**config.mk**
```make
export PLATFORM = sky130hd
export DESIGN_NAME = rr_hold_arbiter_flat
export DESIGN_NICKNAME = d
export VERILOG_FILES = /design/src/rtl/rr_hold_arbiter_if.sv /design/src/rtl/rr_hold_arbiter.sv /design/src/flat_wrapper.sv
export SDC_FILE = /design/constraint.sdc
export NUM_CORES = 1
export LEC_CHECK = 0
export ABC_AREA = 1
export ABC_CLOCK_PERIOD_IN_PS = 1300
export CORE_MARGIN = 2
export CORE_UTILIZATION = 35
export DETAILED_ROUTE_END_ITERATION = 7
export GPL_TIMING_DRIVEN = 0
export PLACE_DENSITY = 0.57
export SLEW_MARGIN = 0
export SYNTH_ARGS = -nofsm -noshare
export SYNTH_HDL_FRONTEND = slang
export SYNTH_SLANG_ARGS = --single-unit
```
**constraint.sdc**
```tcl
create_clock -name clk -period 1.3 [get_ports clk]
set_input_delay 0.13 -clock clk [delete_from_list [all_inputs] [get_ports clk]]
set_output_delay 0.13 -clock clk [all_outputs]
set_load 0.05 [all_outputs]
```
**src/rtl/rr_hold_arbiter_if.sv**
```systemverilog
// Request/grant bundle between a set of requesters and rr_hold_arbiter.
// master = requester side, slave = arbiter side.
interface rr_hold_arbiter_if #(
   parameter int NUM_REQ = 4,
   parameter int IDW     = $clog2(NUM_REQ)
);
   logic [NUM_REQ-1:0] req;
   logic [NUM_REQ-1:0] grant;
   logic               grant_valid;
   logic [IDW-1:0]     grant_id;
   logic               hold_expired;
   logic               busy;

   modport master (
      output req,
      input  grant, grant_valid, grant_id, hold_expired, busy
   );

   modport slave (
      input  req,
      output grant, grant_valid, grant_id, hold_expired, busy
   );
endinterface

```
**src/rtl/rr_hold_arbiter.sv**
```systemverilog
// Round-robin arbiter with a per-win hold limit and a mandatory one-cycle gap
// between consecutive grants. All outputs come straight from flops.
module rr_hold_arbiter #(
   parameter int NUM_REQ  = 4,
   parameter int MAX_HOLD = 8,
   parameter int IDW      = $clog2(NUM_REQ)
) (
   input  logic               clk,
   input  logic               aclr_n,
   rr_hold_arbiter_if.slave   bus
);
   localparam int             HCW     = $clog2(MAX_HOLD + 1);
   localparam logic [IDW:0]   NREQ_W  = (IDW + 1)'(NUM_REQ);
   localparam logic [IDW-1:0] LAST_ID = IDW'(NUM_REQ - 1);
   localparam logic [HCW-1:0] HOLD_LIM = HCW'(MAX_HOLD);

   typedef enum logic [1:0] {S_IDLE, S_GRANT, S_GAP} state_t;

   state_t             state_q, state_d;
   logic [IDW-1:0]     ptr_q, ptr_d;
   logic [HCW-1:0]     hold_cnt_q, hold_cnt_d;
   logic [NUM_REQ-1:0] grant_q, grant_d;
   logic               grant_valid_q, grant_valid_d;
   logic [IDW-1:0]     grant_id_q, grant_id_d;
   logic               hold_expired_q, hold_expired_d;
   logic               busy_q, busy_d;

   logic [IDW-1:0]     cand_idx [NUM_REQ];
   logic [IDW-1:0]     win_id;
   logic               any_req;
   logic [IDW-1:0]     ptr_after;

   // cand_idx[k] = (ptr + k) mod NUM_REQ, without a divider so any NUM_REQ works.
   for (genvar gi = 0; gi < NUM_REQ; gi++) begin : g_cand
      logic [IDW:0] sum;
      assign sum          = {1'b0, ptr_q} + (IDW + 1)'(gi);
      assign cand_idx[gi] = (sum >= NREQ_W) ? IDW'(sum - NREQ_W) : sum[IDW-1:0];
   end

   // Scan from the farthest offset down so the nearest set request wins.
   always_comb begin
      win_id  = '0;
      any_req = |bus.req;
      for (int k = NUM_REQ - 1; k >= 0; k--) begin
         if (bus.req[cand_idx[k]]) begin
            win_id = cand_idx[k];
         end
      end
   end

   assign ptr_after = (grant_id_q == LAST_ID) ? '0 : grant_id_q + IDW'(1);

   always_comb begin
      state_d        = state_q;
      ptr_d          = ptr_q;
      hold_cnt_d     = hold_cnt_q;
      grant_d        = grant_q;
      grant_valid_d  = grant_valid_q;
      grant_id_d     = grant_id_q;
      hold_expired_d = 1'b0;
      busy_d         = busy_q;

      case (state_q)
         S_IDLE, S_GAP: begin
            grant_d       = '0;
            grant_valid_d = 1'b0;
            grant_id_d    = '0;
            hold_cnt_d    = '0;
            if (any_req) begin
               state_d          = S_GRANT;
               grant_d[win_id]  = 1'b1;
               grant_valid_d    = 1'b1;
               grant_id_d       = win_id;
               hold_cnt_d       = HCW'(1);
               busy_d           = 1'b1;
            end else begin
               state_d = S_IDLE;
               busy_d  = 1'b0;
            end
         end
         S_GRANT: begin
            if (!bus.req[grant_id_q] || hold_cnt_q == HOLD_LIM) begin
               // A dropped request takes precedence: no expiry pulse then.
               hold_expired_d = bus.req[grant_id_q];
               state_d        = S_GAP;
               grant_d        = '0;
               grant_valid_d  = 1'b0;
               grant_id_d     = '0;
               ptr_d          = ptr_after;
               hold_cnt_d     = '0;
               busy_d         = 1'b1;
            end else begin
               hold_cnt_d = hold_cnt_q + HCW'(1);
            end
         end
         default: begin
            state_d       = S_IDLE;
            grant_d       = '0;
            grant_valid_d = 1'b0;
            grant_id_d    = '0;
            hold_cnt_d    = '0;
            busy_d        = 1'b0;
         end
      endcase
   end

   always_ff @(posedge clk or negedge aclr_n) begin
      if (!aclr_n) begin
         state_q        <= S_IDLE;
         ptr_q          <= '0;
         hold_cnt_q     <= '0;
         grant_q        <= '0;
         grant_valid_q  <= 1'b0;
         grant_id_q     <= '0;
         hold_expired_q <= 1'b0;
         busy_q         <= 1'b0;
      end else begin
         state_q        <= state_d;
         ptr_q          <= ptr_d;
         hold_cnt_q     <= hold_cnt_d;
         grant_q        <= grant_d;
         grant_valid_q  <= grant_valid_d;
         grant_id_q     <= grant_id_d;
         hold_expired_q <= hold_expired_d;
         busy_q         <= busy_d;
      end
   end

   assign bus.grant        = grant_q;
   assign bus.grant_valid  = grant_valid_q;
   assign bus.grant_id     = grant_id_q;
   assign bus.hold_expired = hold_expired_q;
   assign bus.busy         = busy_q;

endmodule

```
**src/flat_wrapper.sv**
```systemverilog
// flat-port wrapper written by rule: the top's interface ports become plain ports
module rr_hold_arbiter_flat 
#(
   parameter int NUM_REQ  = 4,
   parameter int MAX_HOLD = 8,
   parameter int IDW      = $clog2(NUM_REQ)
)
  (clk, aclr_n, bus_req, bus_grant, bus_grant_valid, bus_grant_id, bus_hold_expired, bus_busy);
  rr_hold_arbiter_if #(.NUM_REQ(NUM_REQ), .IDW(IDW)) bus_i ();
  input  logic clk;
  input  logic aclr_n;
  input wire logic [$bits(bus_i.req)-1:0] bus_req;
  output wire logic [$bits(bus_i.grant)-1:0] bus_grant;
  output wire logic [$bits(bus_i.grant_valid)-1:0] bus_grant_valid;
  output wire logic [$bits(bus_i.grant_id)-1:0] bus_grant_id;
  output wire logic [$bits(bus_i.hold_expired)-1:0] bus_hold_expired;
  output wire logic [$bits(bus_i.busy)-1:0] bus_busy;
  assign bus_i.req = bus_req;
  assign bus_grant = bus_i.grant;
  assign bus_grant_valid = bus_i.grant_valid;
  assign bus_grant_id = bus_i.grant_id;
  assign bus_hold_expired = bus_i.hold_expired;
  assign bus_busy = bus_i.busy;
  rr_hold_arbiter #(.NUM_REQ(NUM_REQ), .MAX_HOLD(MAX_HOLD), .IDW(IDW)) u_core (.clk(clk), .aclr_n(aclr_n), .bus(bus_i));
endmodule
```
=== Word level (Yosys, flattened, before mapping) ===
Cells that the tools add are included.

* ROM bits: 0
* Word-level logic and storage cells: 80
* Bits in latches: 0
* RAM bits: 0
* Memories kept: 0
* Output and inout port bits: 9
* Flip-flop bits (word level): 17
* Input port bits: 6

* Reductions and logical operators: 7
* Div/mod/pow operators: 0
* Bitwise gates (word level): 0
* $lt $le $gt $ge: 11
* Shift operators: 0
* $mul: 0
* Equal/unequal tests: 5
* Muxes and demuxes: 40
* $add $sub $neg: 9

{| class="wikitable"
|+ Operator list
! kind !! number
|-
| $mux 2 || 12
|-
| $lt 2x3->1 const B || 6
|-
| $pmux 4 s2 || 2
|-
| $mux 1 || 13
|-
| $mux 4 || 3
|-
| $bmux 1 s2 || 5
|-
| $ge 3x3->1 const B || 3
|-
| $pmux 2 s2 || 2
|-
| $sub 2x1->2 const B || 4
|-
| $add 2x2->3 const B || 2
|-
| $add 4x1->4 const B || 1
|-
| $eq 2x2->1 const B || 2
|-
| $eq 4x4->1 const B || 1
|-
| $pmux 1 s2 || 2
|-
| $reduce_or 4->1 || 1
|-
| $add 2x1->3 const B || 1
|-
| $ge 2x3->1 const B || 1
|-
| $add 2x1->2 const B || 1
|-
| $demux 1 s2 || 1
|-
| $eq 2x1->1 const B || 1
|-
| $ge 2x1->1 const B || 1
|-
| $logic_not 2->1 || 1
|-
| $ne 2x1->1 const B || 1
|-
| $reduce_and 2->1 || 1
|-
| other kinds (4) || 4
|}

=== Longest topological paths before layout ===
* Word-level depth: 15
* Gate-level depth with buffers: 11
* Mapped depth without buffers: 10

=== Worst setup path before layout ===
OpenSTA, ideal clock, no wires.

* Path type: reg2reg
* From: reg u_core.grant_id_q[0] (netlist: u_core.bus.grant_id[0])
* To: reg u_core.ptr_q[0]
* Library setup time: 0.117 ns
* Arrival: 1.444 ns
* Slack: -0.260 ns
* Data required time: 1.183 ns
* Clock period less this slack: 1.560 ns
* Stages on the path, launching flop included: 10
* Buffers on the path: 0
* Path through: dfrtp_1 > a21oi_1 > o21ai_1 > nand2_1 > nor2_2 > nand2_4 > nand2_4 > inv_4 > nand2_2 > o21ai_2

* Longest elaborated chain between the ends: 5
* Elaborated cells on any way between the ends: 8
* Those cells by class: add/sub (1); eq/ne (1); mux (3); reduce/logical (3)

{| class="wikitable"
|+ Ends and longest elaborated chain
! element !! RTL line !! RTL
|-
| from (decl) || rr_hold_arbiter.sv:24 || <nowiki>logic [IDW-1:0] grant_id_q, grant_id_d;</nowiki>
|-
| from (signal assigned) || rr_hold_arbiter.sv:123 || <nowiki>grant_id_q <= grant_id_d;</nowiki>
|-
| $bmux 1 s2 || rr_hold_arbiter.sv:82 || <nowiki>if (!bus.req[grant_id_q] || hold_cnt_q == HOLD_LIM) begin</nowiki>
|-
| $mux 1 (implied by the code) || rr_hold_arbiter.sv:82 ||
|-
| $logic_not 1->1 || rr_hold_arbiter.sv:82 ||
|-
| $logic_or 1x1->1 || rr_hold_arbiter.sv:82 ||
|-
| $reduce_and 2->1 (no line) || -- ||
|-
| to (signal assigned) || rr_hold_arbiter.sv:119 || <nowiki>ptr_q <= ptr_d;</nowiki>
|-
| to (decl) || rr_hold_arbiter.sv:20 || <nowiki>logic [IDW-1:0] ptr_q, ptr_d;</nowiki>
|}

Parallel ways exist; a longest one is shown, timed or not. The select of a mux whose other input is x is not followed.
A chain may end at the register's enable or synchronous reset.

=== Final worst setup path ===
* From: reg u_core.ptr_q[0]
* To: reg u_core.grant_q[0] (netlist: u_core.bus.grant[0])

* Longest elaborated chain between the ends: 15
* Elaborated cells on any way between the ends: 34
* Those cells by class: add/sub (7); order compare (6); mux (20); reduce/logical (1)

{| class="wikitable"
|+ Ends and longest elaborated chain
! element !! RTL line !! RTL
|-
| $add 2x2->3 || rr_hold_arbiter.sv:36 || <nowiki>assign sum = {1'b0, ptr_q} + (IDW + 1)'(gi);</nowiki>
|-
| $ge 3x3->1 / $sub 2x1->2 (equally long branches) || rr_hold_arbiter.sv:37 || <nowiki>assign cand_idx[gi] = (sum >= NREQ_W) ? IDW'(sum - NREQ_W) : sum[IDW-1:0];</nowiki>
|-
| $mux 2 || rr_hold_arbiter.sv:37 ||
|-
| $bmux 1 s2 || rr_hold_arbiter.sv:45 || <nowiki>if (bus.req[cand_idx[k]]) begin</nowiki>
|-
| $mux 1 (implied by the code) || rr_hold_arbiter.sv:45 ||
|-
| $mux 2 (3 in a row) || rr_hold_arbiter.sv:45 ||
|-
| $mux 2 * || rr_hold_arbiter.sv:45 ||
|-
| $lt 2x3->1 (implied by the code) / $ge 2x1->1 (equally long branches) || rr_hold_arbiter.sv:71 || <nowiki>grant_d[win_id] = 1'b1;</nowiki>
|-
| $logic_and 1x1->1 (implied by the code) || rr_hold_arbiter.sv:71 ||
|-
| $mux 1 (implied by the code) || rr_hold_arbiter.sv:71 ||
|-
| $demux 1 s2 * || -- ||
|-
| $mux 4 * || rr_hold_arbiter.sv:69 || <nowiki>if (any_req) begin</nowiki>
|-
| $pmux 4 s2 * || rr_hold_arbiter.sv:63 || <nowiki>case (state_q)</nowiki>
|-
| to (signal assigned) || rr_hold_arbiter.sv:121 || <nowiki>grant_q <= grant_d;</nowiki>
|-
| to (decl) || rr_hold_arbiter.sv:22 || <nowiki>logic [NUM_REQ-1:0] grant_q, grant_d;</nowiki>
|}

Every way passes the cells marked *; elsewhere a longest branch is shown, timed or not. The select of a mux whose other input is x is not followed.

==> out/metrics.yaml <==
stdcell_area_um2: 1460
row_count: 19
p_comb_share_pct: 71.3
ir_drop_v: 0.00159
ys_seq_area_share_pct: 43.3
synth_area_per_cell_um2: 7.93
synth_nets: 133
first_pass_iters: 4
fp.dieH_um: 57.0
die_w_um: 57.0
synthArstFlopShare_pct: 100
ys.flop_type: "dfrtp_1"
skew_ns: 0.00343
syn_area_um2: 983
synth_seq_cells: 17
maxSlewViolCount: 0
num_vias: 911
ys.warnings.count: 0
rsz0062_at_grt: "true"
path_clk_slew_ns: 0.09
layout_commonest_cell: "nand2_1"
numCtsBuffers: 3
placed_cell_area_um2: 1160
cts_tree: "built"
layout_common_cells: "nand2_1 (21), dfrtp_1 (15), nand2_4 (13), nand2_2 (10), buf_4 (9)"
wl_per_cell_um: 13.2
multi_input_area_um2: 672
wl_mm: 2.41
synth_top_area_cell: "dfrtp_1"
tightest_slew_ns: 0.779
violations: "setup timing"
hp-class: "input pin to async pin"
status: "finished with violations"
cp.required_ns: 1.52
fillers: 273
seqPwrFrac_pct: 21.8
critPathLaunchType: "flip-flop"
crit_type: "flip-flop to flip-flop"
startpoint: "u_core.ptr_q[0]"
cp_num_cells: 11
worstSkewPairLatency_ns: 0.28
grt-ovfl-total: 0
diodes: 0
drt_iter0_markers: 61
r2r_setup_slack_ns: -0.06
switching_power_mw: 2.11
synth_cell_types: 25
die_area_um2: 3250
cts_sinks: 17
synthCells: 124
drive_gt1_share_pct: 48.7
grt_use_total_pct: 14.9
crit_buf_inv: 2
synth_edf_count: 0
leakage_nw: 0.735
cpMaxStageDelayCell: "dfrtp_1"
reg2regPathDepth: 11
slew_headroom_pct: 47.9
grt_pass1_vias: 945
start_util_pct: 36.3
cts-root-buf: "clkbuf_4"
setup_viol: 8
max_cap_viol_count: 0
crit_chain: "buf_6 > clkinv_8 > nand2_8 > nand3_2 > nand2_4 > nand3_4 > nand2_4 > nand2_4 > nand2_4 > nand3_2 > nand2_1"
regToRegStartpoint: "u_core.ptr_q[0]"
hpwl_mm: 1.60
cts_max_level: 1
core-area_um2: 2710
synth_top_cells_by_area: "dfrtp_1 (43%), nand2_1 (14%), nand2_2 (5.1%)"
synth_top_area_share_pct: 43.3
crit_fanout: 8
r2r_end: "u_core.bus.grant[0]"
critPathMaxStageDelay_ns: 0.36
fmax_ghz: 0.738
cts_hold_buf: 0
power.density_nw_per_um2: 2720
gp_congestion: 0.905
grt_first_pass_wirelength_mm: 3.86
endpoint: "u_core.bus.grant[0]"
crit_top_cell: "nand2_4"
period_minus_slack_ns: 1.36
drc: 0
seqCellArea_um2: 428
hold_viol_final: 0
ant_nets: 0
place_ws_ns: -0.305
fin_crit_sh_pct: 104
endpoint_kind: "flip-flop"
io_pins: 15
clk_path_buf_depth: 2
setup_ws_ns: -0.0552
critPathArrivalTime_ns: 1.58
vias_per_cell: 4.98
power_switching_share_pct: 53.0
clockPowerShare_pct: 6.8
p_int_mw: 1.87
grt_max_degree: 18
layout-area-overhead-vs-synth_pct: 48.6
path_delay_family: "simple AND/OR/NAND/NOR gates"
port_buffers: 14
tns_ns: -0.269
nNetsFinal: 162
antenna_found_initial: 0
## worst reg2reg max path: cells and delay by family, from the launching register on
kind                   cells  cell delay, ns
AND/OR/NAND/NOR            9            0.68
flip-flops                 1            0.36
buffers and inverters      2            0.27
## per-layer routing
metal	vias up	GRT usage [%]	routed length [µm]
met5	-	0	0
met4	0	7.31	37
met3	4	1.81	41
met2	9	27.8	1320
met1	445	16.7	1020
li1	453	-	-
## worst min-delay path by stage
stage	startpoint	end	slack (ns)
2_1_floorplan	aclr_n	u_core.bus.busy	-0.17
3_3_place_gp	u_core.bus.grant_valid	u_core.bus.grant_valid	0.46
3_5_place_dp	u_core.bus.grant[1]	u_core.bus.grant[1]	0.47
4_1_cts	aclr_n	u_core.bus.busy	0.31
5_1_grt	aclr_n	u_core.ptr_q[1]	0.34
6_report	aclr_n	u_core.bus.grant[3]	0.29
## repair_timing
action / in CTS / in global routing
resized for setup: 37 / 46
cloned: 0 / 0
setup buffers: 9 / 1
endpoints found under the setup margin: 17 / 17
pin swaps: 11 / 14
## state kept, by name (all words and copies together), names as in the netlist
register,count
u_core.bus.busy,1
u_core.bus.grant_id,2
u_core.hold_cnt_q,4
u_core.bus.grant,4
u_core.bus.hold_expired,1
u_core.state_q,2
u_core.bus.grant_valid,1
u_core.ptr_q,2
## power groups by stage
stage,clock network (mW),registers (mW),logic [mW]
global placement,0,0.885,1.92
floorplan,0,1.16,1.23
global route,0.308,0.890,3.10
detailed placement,0,0.894,1.97
finish,0.272,0.868,2.84
CTS,0.290,0.853,2.34
## area by class of cell
| cell class | instances | share of cell area, % |
|---|---|---|
| buffer | 1 | 0.771 |
| multi-input combinational | 89 | 46.0 |
| tap | 31 | 2.65 |
| timing repair buffer | 24 | 13.8 |
| inverter | 17 | 5.74 |
| sequential | 17 | 29.3 |
| clock buffer | 4 | 1.80 |
## per-stage QoR
| stage | utilization (%) | std cells | power [mW] | hold WS, ns |
|---|---|---|---|---|
| final | 53.9 | 183 | 3.98 | 0.295 |
| after global routing | 53.9 | 183 | 4.29 | 0.336 |
| after CTS | 48.7 | 182 | 3.48 | 0.310 |
| after detailed placement | 43.0 | 169 | 2.86 | 0.465 |
| after global placement | 43.0 | 169 | 2.81 | 0.464 |
| after floorplan | - | 124 | 2.39 | -0.166 |
## cells by family after synthesis
| kind of cell | after synthesis | synth area share [%] |
|---|---|---|
| and+or+nand+nor | 72 | 35.8 |
| buffers and inverters | 18 | 8.40 |
| DFF | 17 | 43.3 |
| AOI/OAI and AO/OA | 12 | 7.00 |
| adders and majority gates | 3 | 3.82 |
| xor gates and xnor gates | 2 | 1.78 |
## cell usage after synthesis, types with 2 or more instances
| master | instances |
|---|---|
| a21oi_1 | 3 |
| dfrtp_1 | 17 |
| ha_1 | 3 |
| inv_1 | 12 |
| inv_2 | 3 |
| nand2_1 | 36 |
| nand2_2 | 8 |
| nand2_4 | 2 |
| nand3_1 | 10 |
| nand3_2 | 2 |
| nand4_1 | 2 |
| nor2_1 | 7 |
| nor2_2 | 2 |
| o21ai_0 | 2 |
| o21ai_1 | 4 |
| o21ai_2 | 2 |
No activity file was read; power rests on OpenSTA's default activity.
